### src/rtl/rvv_backend_div_rs_pkg.sv
// Shared types and sizing for the vector divide reservation station.
// Stand-in for the rvv_backend.svh definitions of DIV_RS_t and NUM_DIV.
package rvv_backend_div_rs_pkg;

    localparam int unsigned NUM_DIV      = 2;
    localparam int unsigned DIV_NUM_PUSH = 2;
    localparam int unsigned DIV_RS_DEPTH = 8;

    typedef struct packed {
        logic [7:0]  tag;
        logic [4:0]  vd;
        logic [31:0] src1;
        logic [31:0] src2;
        logic        is_signed;
        logic        is_rem;
    } DIV_RS_t;

endpackage

### src/rtl/rvv_backend_div_rs_if.sv
// Dispatch-side and execute-side bundle of the divide reservation station.
interface rvv_backend_div_rs_if
    import rvv_backend_div_rs_pkg::*;
#(
    parameter int unsigned NUM_PUSH = DIV_NUM_PUSH,
    parameter int unsigned NUM_POP  = NUM_DIV
);

    logic [NUM_PUSH-1:0] push_valid_dp2rs;
    DIV_RS_t             div_uop_dp2rs [NUM_PUSH];
    logic                fifo_full_rs2dp;
    logic [NUM_PUSH-1:0] fifo_almost_full_rs2dp;
    DIV_RS_t             div_uop_rs2ex [NUM_POP];
    logic                fifo_empty_rs2ex;
    logic [NUM_POP-1:0]  fifo_almost_empty_rs2ex;
    logic [NUM_POP-1:0]  pop_ex2rs;

    // master: dispatch + DIV units; slave: the reservation station
    modport master (
        output push_valid_dp2rs, div_uop_dp2rs, pop_ex2rs,
        input  fifo_full_rs2dp, fifo_almost_full_rs2dp,
               div_uop_rs2ex, fifo_empty_rs2ex, fifo_almost_empty_rs2ex
    );

    modport slave (
        input  push_valid_dp2rs, div_uop_dp2rs, pop_ex2rs,
        output fifo_full_rs2dp, fifo_almost_full_rs2dp,
               div_uop_rs2ex, fifo_empty_rs2ex, fifo_almost_empty_rs2ex
    );

endinterface

### src/rtl/rvv_backend_mfifo.sv
// Generic in-order multi-push / multi-pop FIFO with show-ahead read ports.
// Flags decode registered count only; clear resets pointers and drops same-cycle traffic.
module rvv_backend_mfifo #(
    parameter type         T        = logic [7:0],
    parameter int unsigned DEPTH    = 8,
    parameter int unsigned NUM_PUSH = 2,
    parameter int unsigned NUM_POP  = 2
) (
    input  logic                    clk,
    input  logic                    rst,
    input  logic                    clear,
    input  logic [NUM_PUSH-1:0]     push,
    input  T                        wdata [NUM_PUSH],
    input  logic [NUM_POP-1:0]      pop,
    output T                        rdata [NUM_POP],
    output logic                    full,
    output logic [NUM_PUSH-1:0]     almost_full,
    output logic                    empty,
    output logic [NUM_POP-1:0]      almost_empty,
    output logic [$clog2(DEPTH):0]  count
);

    localparam int unsigned PTR_W = $clog2(DEPTH);
    localparam int unsigned CNT_W = PTR_W + 1;

    T                   mem [DEPTH];
    logic [PTR_W-1:0]   rd_ptr;
    logic [PTR_W-1:0]   wr_ptr;
    logic [PTR_W-1:0]   wr_idx [NUM_PUSH];
    logic [PTR_W-1:0]   rd_idx [NUM_POP];
    logic [NUM_PUSH-1:0] push_ok;
    logic [NUM_POP-1:0]  pop_ok;
    logic [CNT_W-1:0]   n_push;
    logic [CNT_W-1:0]   n_pop;

    // Acceptance uses the pre-cycle count: pops in the same cycle give no push credit.
    always_comb begin
        push_ok = '0;
        n_push  = '0;
        for (int unsigned j = 0; j < NUM_PUSH; j++) begin
            wr_idx[j] = wr_ptr + PTR_W'(j);
            if (push[j] && (32'(count) + j + 1 <= DEPTH)) begin
                push_ok[j] = 1'b1;
                n_push     = n_push + CNT_W'(1);
            end
        end
    end

    always_comb begin
        pop_ok = '0;
        n_pop  = '0;
        for (int unsigned i = 0; i < NUM_POP; i++) begin
            rd_idx[i] = rd_ptr + PTR_W'(i);
            rdata[i]  = mem[rd_idx[i]];
            if (pop[i] && (32'(count) >= i + 1)) begin
                pop_ok[i] = 1'b1;
                n_pop     = n_pop + CNT_W'(1);
            end
        end
    end

    always_comb begin
        full  = (32'(count) == DEPTH);
        empty = (count == '0);
        for (int unsigned j = 0; j < NUM_PUSH; j++)
            almost_full[j] = (32'(count) + j + 1 > DEPTH);
        for (int unsigned i = 0; i < NUM_POP; i++)
            almost_empty[i] = (32'(count) <= i);
    end

    always_ff @(posedge clk or posedge rst) begin
        if (rst) begin
            rd_ptr <= '0;
            wr_ptr <= '0;
            count  <= '0;
        end else if (clear) begin
            rd_ptr <= '0;
            wr_ptr <= '0;
            count  <= '0;
        end else begin
            wr_ptr <= wr_ptr + n_push[PTR_W-1:0];
            rd_ptr <= rd_ptr + n_pop[PTR_W-1:0];
            count  <= count + n_push - n_pop;
        end
    end

    always_ff @(posedge clk) begin
        if (!clear) begin
            for (int unsigned j = 0; j < NUM_PUSH; j++)
                if (push_ok[j])
                    mem[wr_idx[j]] <= wdata[j];
        end
    end

    a_push_prefix: assert property (@(posedge clk) disable iff (rst)
        ((push & (push + NUM_PUSH'(1))) == '0));
    a_pop_prefix: assert property (@(posedge clk) disable iff (rst)
        ((pop & (pop + NUM_POP'(1))) == '0));
    a_pop_in_range: assert property (@(posedge clk) disable iff (rst || clear)
        ((pop & almost_empty) == '0));
    a_count_bound: assert property (@(posedge clk) disable iff (rst)
        (32'(count) <= DEPTH));

endmodule

### src/rtl/rvv_backend_div_rs.sv
// Reservation station for the vector divide path: multi-port FIFO plus flush
// and dispatch/execute flag naming.
module rvv_backend_div_rs
    import rvv_backend_div_rs_pkg::*;
#(
    parameter int unsigned DEPTH    = DIV_RS_DEPTH,
    parameter int unsigned NUM_PUSH = DIV_NUM_PUSH,
    parameter int unsigned NUM_POP  = NUM_DIV
) (
    input  logic                  clk,
    input  logic                  rst,
    input  logic                  trap_flush_rvv,
    rvv_backend_div_rs_if.slave   rs_if
);

    logic [$clog2(DEPTH):0] count;

    rvv_backend_mfifo #(
        .T        (DIV_RS_t),
        .DEPTH    (DEPTH),
        .NUM_PUSH (NUM_PUSH),
        .NUM_POP  (NUM_POP)
    ) u_fifo (
        .clk          (clk),
        .rst          (rst),
        .clear        (trap_flush_rvv),
        .push         (rs_if.push_valid_dp2rs),
        .wdata        (rs_if.div_uop_dp2rs),
        .pop          (rs_if.pop_ex2rs),
        .rdata        (rs_if.div_uop_rs2ex),
        .full         (rs_if.fifo_full_rs2dp),
        .almost_full  (rs_if.fifo_almost_full_rs2dp),
        .empty        (rs_if.fifo_empty_rs2ex),
        .almost_empty (rs_if.fifo_almost_empty_rs2ex),
        .count        (count)
    );

    a_count_bound_top: assert property (@(posedge clk) disable iff (rst)
        (32'(count) <= DEPTH));

endmodule

### src/flat_wrapper.sv
// flat-port wrapper written by rule: the top's interface ports become plain ports
module rvv_backend_div_rs_flat import rvv_backend_div_rs_pkg::*;
#(
    parameter int unsigned DEPTH    = DIV_RS_DEPTH,
    parameter int unsigned NUM_PUSH = DIV_NUM_PUSH,
    parameter int unsigned NUM_POP  = NUM_DIV
)
  (clk, rst, trap_flush_rvv, rs_if_push_valid_dp2rs, rs_if_div_uop_dp2rs, rs_if_pop_ex2rs, rs_if_fifo_full_rs2dp, rs_if_fifo_almost_full_rs2dp, rs_if_div_uop_rs2ex, rs_if_fifo_empty_rs2ex, rs_if_fifo_almost_empty_rs2ex);
  rvv_backend_div_rs_if #(.NUM_PUSH(NUM_PUSH), .NUM_POP(NUM_POP)) rs_if_i ();
  input  logic clk;
  input  logic rst;
  input  logic trap_flush_rvv;
  input wire logic [$bits(rs_if_i.push_valid_dp2rs)-1:0] rs_if_push_valid_dp2rs;
  input wire logic [$bits(rs_if_i.div_uop_dp2rs)-1:0] rs_if_div_uop_dp2rs;
  input wire logic [$bits(rs_if_i.pop_ex2rs)-1:0] rs_if_pop_ex2rs;
  output wire logic [$bits(rs_if_i.fifo_full_rs2dp)-1:0] rs_if_fifo_full_rs2dp;
  output wire logic [$bits(rs_if_i.fifo_almost_full_rs2dp)-1:0] rs_if_fifo_almost_full_rs2dp;
  output wire logic [$bits(rs_if_i.div_uop_rs2ex)-1:0] rs_if_div_uop_rs2ex;
  output wire logic [$bits(rs_if_i.fifo_empty_rs2ex)-1:0] rs_if_fifo_empty_rs2ex;
  output wire logic [$bits(rs_if_i.fifo_almost_empty_rs2ex)-1:0] rs_if_fifo_almost_empty_rs2ex;
  assign rs_if_i.push_valid_dp2rs = rs_if_push_valid_dp2rs;
  assign rs_if_i.div_uop_dp2rs = {>>{rs_if_div_uop_dp2rs}};
  assign rs_if_i.pop_ex2rs = rs_if_pop_ex2rs;
  assign rs_if_fifo_full_rs2dp = rs_if_i.fifo_full_rs2dp;
  assign rs_if_fifo_almost_full_rs2dp = rs_if_i.fifo_almost_full_rs2dp;
  assign rs_if_div_uop_rs2ex = {>>{rs_if_i.div_uop_rs2ex}};
  assign rs_if_fifo_empty_rs2ex = rs_if_i.fifo_empty_rs2ex;
  assign rs_if_fifo_almost_empty_rs2ex = rs_if_i.fifo_almost_empty_rs2ex;
  rvv_backend_div_rs #(.DEPTH(DEPTH), .NUM_PUSH(NUM_PUSH), .NUM_POP(NUM_POP)) u_core (.clk(clk), .rst(rst), .trap_flush_rvv(trap_flush_rvv), .rs_if(rs_if_i));
endmodule
### config.mk
export PLATFORM = sky130hd
export DESIGN_NAME = rvv_backend_div_rs_flat
export DESIGN_NICKNAME = d
export VERILOG_FILES = /design/src/rtl/rvv_backend_div_rs_pkg.sv /design/src/rtl/rvv_backend_div_rs_if.sv /design/src/rtl/rvv_backend_mfifo.sv /design/src/rtl/rvv_backend_div_rs.sv /design/src/flat_wrapper.sv
export SDC_FILE = /design/constraint.sdc
export NUM_CORES = 1
export LEC_CHECK = 0
export BUFFER_PORTS_ARGS = -buffer_cell sky130_fd_sc_hd__buf_2
export CORE_AREA = 2 2 273 275
export CTS_CLUSTER_DIAMETER = 60
export CTS_CLUSTER_SIZE = 40
export DETAILED_ROUTE_END_ITERATION = 7
export DIE_AREA = 0 0 275 277
export PLACE_DENSITY = 0.69
export SYNTH_ARGS = -nofsm -noshare
export SYNTH_HDL_FRONTEND = slang
export SYNTH_HIERARCHICAL = 1
export SYNTH_SLANG_ARGS = --single-unit
### constraint.sdc
create_clock -name clk -period 15.27 [get_ports clk]
set_input_delay 3.054 -clock clk [delete_from_list [all_inputs] [get_ports clk]]
set_output_delay 3.054 -clock clk [all_outputs]
set_load 0.005 [all_outputs]
==> key figures <==
Setup path
  • Startpoint types: flop
  • FF-to-FF setup slack: 10,660 ps
  • CP Capture Type: output pin
  • CP Cell Sequence: ha_4 -> buf_4 -> buf_4 -> mux4_2 -> mux2_2 -> buf_2
  • Slowest cell on crit path: buf_4
  • Most Frequent Cell on Critical Path: buf_4
  • Critical Path Source: u_core/u_fifo/rd_ptr[0]
  • Arr. time, crit path: 4970 ps
  • WS Path Type: reg -> out
  • CP required: 12,220 ps
  • CP max stage delay: 900 ps
  • Worst flop-to-flop path startpoint: u_core/u_fifo/count[0]
  • Critical Path Fanout Max: between 40 and 50

STA
  • Setup TNS: 0 ps
  • Final hold viol count: 0
  • Worst Clk Skew: 16.24 ps
  • Slew @ Worst Pin: approximately 1100 ps
  • F_max: 124.6 MHz
  • Slew Limit Fails: 0
  • Relative slew margins: 24.86%
  • Post-route minimum period: between 8000 and 9000 ps
  • Setup-failing EPs final: 0
  • Period utilization: a little over half
  • Hold_ws: 698.9 ps
  • RSZ-0062 raised after global routing: no

Drt
  • Routed vias/inst: between 6 and 7
  • Post-route ant nets: 0
  • WL per Instance: approximately 30 µm
  • Drt total wl: 101,500 µm
  • DR vias: 21,611
  • # DRC: 0
  • Starting DRT DRC Count: 1,687
  • Initial DRT Pass Iterations: 7

Logic synthesis
  • Post-Syn Nets: 2,238
  • Commonest register cell after synthesis: edfxtp_1
  • Average size of a mapped cell: 18.06 µm²
  • Netlist cell types: 49
  • Synth Instances: 2,049
  • Post-Synthesis Cell Area: 0.03700 mm²
  • Yosys reg bits: 642
  • Asr flop ratio synth: under 10%
  • Register area share after synthesis: 51.97%
  • Post-synth EDFFs: ~630
  • Yosys Warn Count: 6

Clock network
  • Root Driver: clkbuf_16
  • CTS tree: done
  • Post-CTS sizing: 0
  • Post-CTS Setup Bufs: 0
  • H-tree levels: 2
  • CTS Buf Count: slightly below 50
  • Clock transition at path regs: ~70 ps
  • Skew-Pair Late Insertion Delay: 630 ps
  • # hold bufs at CTS: 0
  • CTS max path bufs: 3
  • TritonCTS Sinks: 642

Hold path
  • HP Class: reg -> reg
  • Min-Delay Startpoint: u_core/u_fifo/wr_ptr[2]

Global routing
  • Vias in the first global route: 22,666
  • First-pass GRT wire length: 149,500 µm
  • Pin count of the biggest net entering global routing: 139
  • Initial antenna violation count: 23
  • Gr usage total: 26.62%
  • Aggregate global routing overflow: 0

Placement
  • Port Buffers: 328
  • Post-DP HPWL: 57,780 µm
  • Routability Congestion: about 0.83

Status
  • Status: finished, final reports clean

Die
  • Die width: roughly 280 µm
  • Starting Density: 50.29%
  • Core area: 0.07357 mm²
  • Die H: 277 µm
  • I/O pin total: 329
  • Area of the die: 0.07618 mm²
  • Row count: 100

Pwr
  • Power Density: 154.3 mW/mm²
  • P_leak: 13.54 nW
  • Peak VDD IR: ~140 µV

Job
  • Max-cap viol count: 0

Finish
  • Synthesis-to-finish area growth: 11.90%
  • Fillers: 5,733
  • Layout cells sized above 1: 66.54%
  • Final #Nets: between 2,000 and 2,500
  • Final Util: 56.28%
  • Most frequent cells in the layout: mux2_2, edfxtp_1, buf_2
  • Commonest non-fill, non-tap cell in the layout: mux2_2
## where the power goes
part	internal (W)	switching (W)	total [W]
Sequential	0.00220	0.000123	0.00232
Combinational	0.00138	0.00128	0.00266
Clock	0.000688	0.000722	0.00141
## layout make-up
class                      count  area [µm²]  area share [%]
antenna                       12       30.03         0.07253
clock buffer                  51        1276           3.082
clock inverter                40       470.5           1.136
inverter                      17       63.81          0.1541
multi-input combinational   1228       17130           41.38
sequential                   642       19240           46.47
tap                          969        1212           2.928
timing repair buffer         371        1977           4.775
## through the flow
stage	setup slack, ps	instances	power, W	cell area, µm²
CTS	7019	3318	0.006452	41370
floorplan	5530	2049	0.004161	37000
detailed placement	7675	3227	0.005039	39630
global route	6800	3328	0.006674	41400
finish	7243	3330	0.006387	41400
global placement	7723	3227	0.004990	39630
## cell usage after synthesis, drive strengths merged, types with 2 or more instances
cell      n  area, µm²
nor2b     6      37.54
a21boi    2      15.01
nor2     14      52.55
ha       20      250.2
dfrtp    10      250.2
fa        4      80.08
and4b     2      20.02
a21oi     2      10.01
buf     106      496.7
inv      17      63.81
nand4     4      25.02
o21bai    3      22.52
and4      3      26.28
edfxtp  632      18980
clkbuf   56      210.2
xor2      3      26.28
and3      2      12.51
xnor2     7      61.31
a21o      2      15.01
nand3     2      10.01
or3b      2      17.52
mux4    316       7117
o21ai    11      55.05
nand4b    3      26.28
and2      4      25.02
nand2b    2      12.51
nor4bb    2      20.02
mux2    790       8896
nand2     6      22.52
## worst max-delay path: cells and delay by family, from the launching register on
kind / cells / cell delay, ps
buffers and inverters: 3 / 1860
multiplexers: 2 / 900
flip-flops: 1 / 890
adder cells (fa/ha/maj): 1 / 610
## layer usage
layer / vias up / wire length, µm / global-route usage [%]
met5: - / 115 / 0
met3: 184 / 6989 / 4.023
met1: 11377 / 39470 / 34.90
li1: 9144 / - / -
met2: 886 / 52100 / 45.68
met4: 20 / 2821 / 8.205
## worst paths after layout
check | to | depth (start not counted)
worst max-delay path | rs_if_div_uop_rs2ex[38] | 6
worst min-delay path | u_core/u_fifo/wr_ptr[2] | 2
worst max register to register | u_core/u_fifo/mem[1][26] | 9
worst min register to register | u_core/u_fifo/wr_ptr[2] | 2
max in group asynchronous | u_core/u_fifo/rd_ptr[0] | 2
min in group asynchronous | u_core/u_fifo/count[0] | 2
## sequential cells by signal, indices dropped and copies added (netlist names)
signal                flops
u_core/u_fifo/mem       632
u_core/u_fifo/count       4
u_core/u_fifo/rd_ptr      3
u_core/u_fifo/wr_ptr      3
## logic make-up after synthesis
| group | count (synthesis) | synth area share (%) |
|---|---|---|
| muxes | 1106 | 43.28 |
| DFF | 642 | 51.97 |
| adders and majority gates | 24 | 0.8927 |
| AOI/OAI and AO/OA | 31 | 0.6121 |
| xor gates and xnor gates | 10 | 0.2367 |
| buffers and inverters | 179 | 2.083 |
| and+or+nand+nor | 57 | 0.9300 |
No activity file was read; power rests on OpenSTA's default activity.
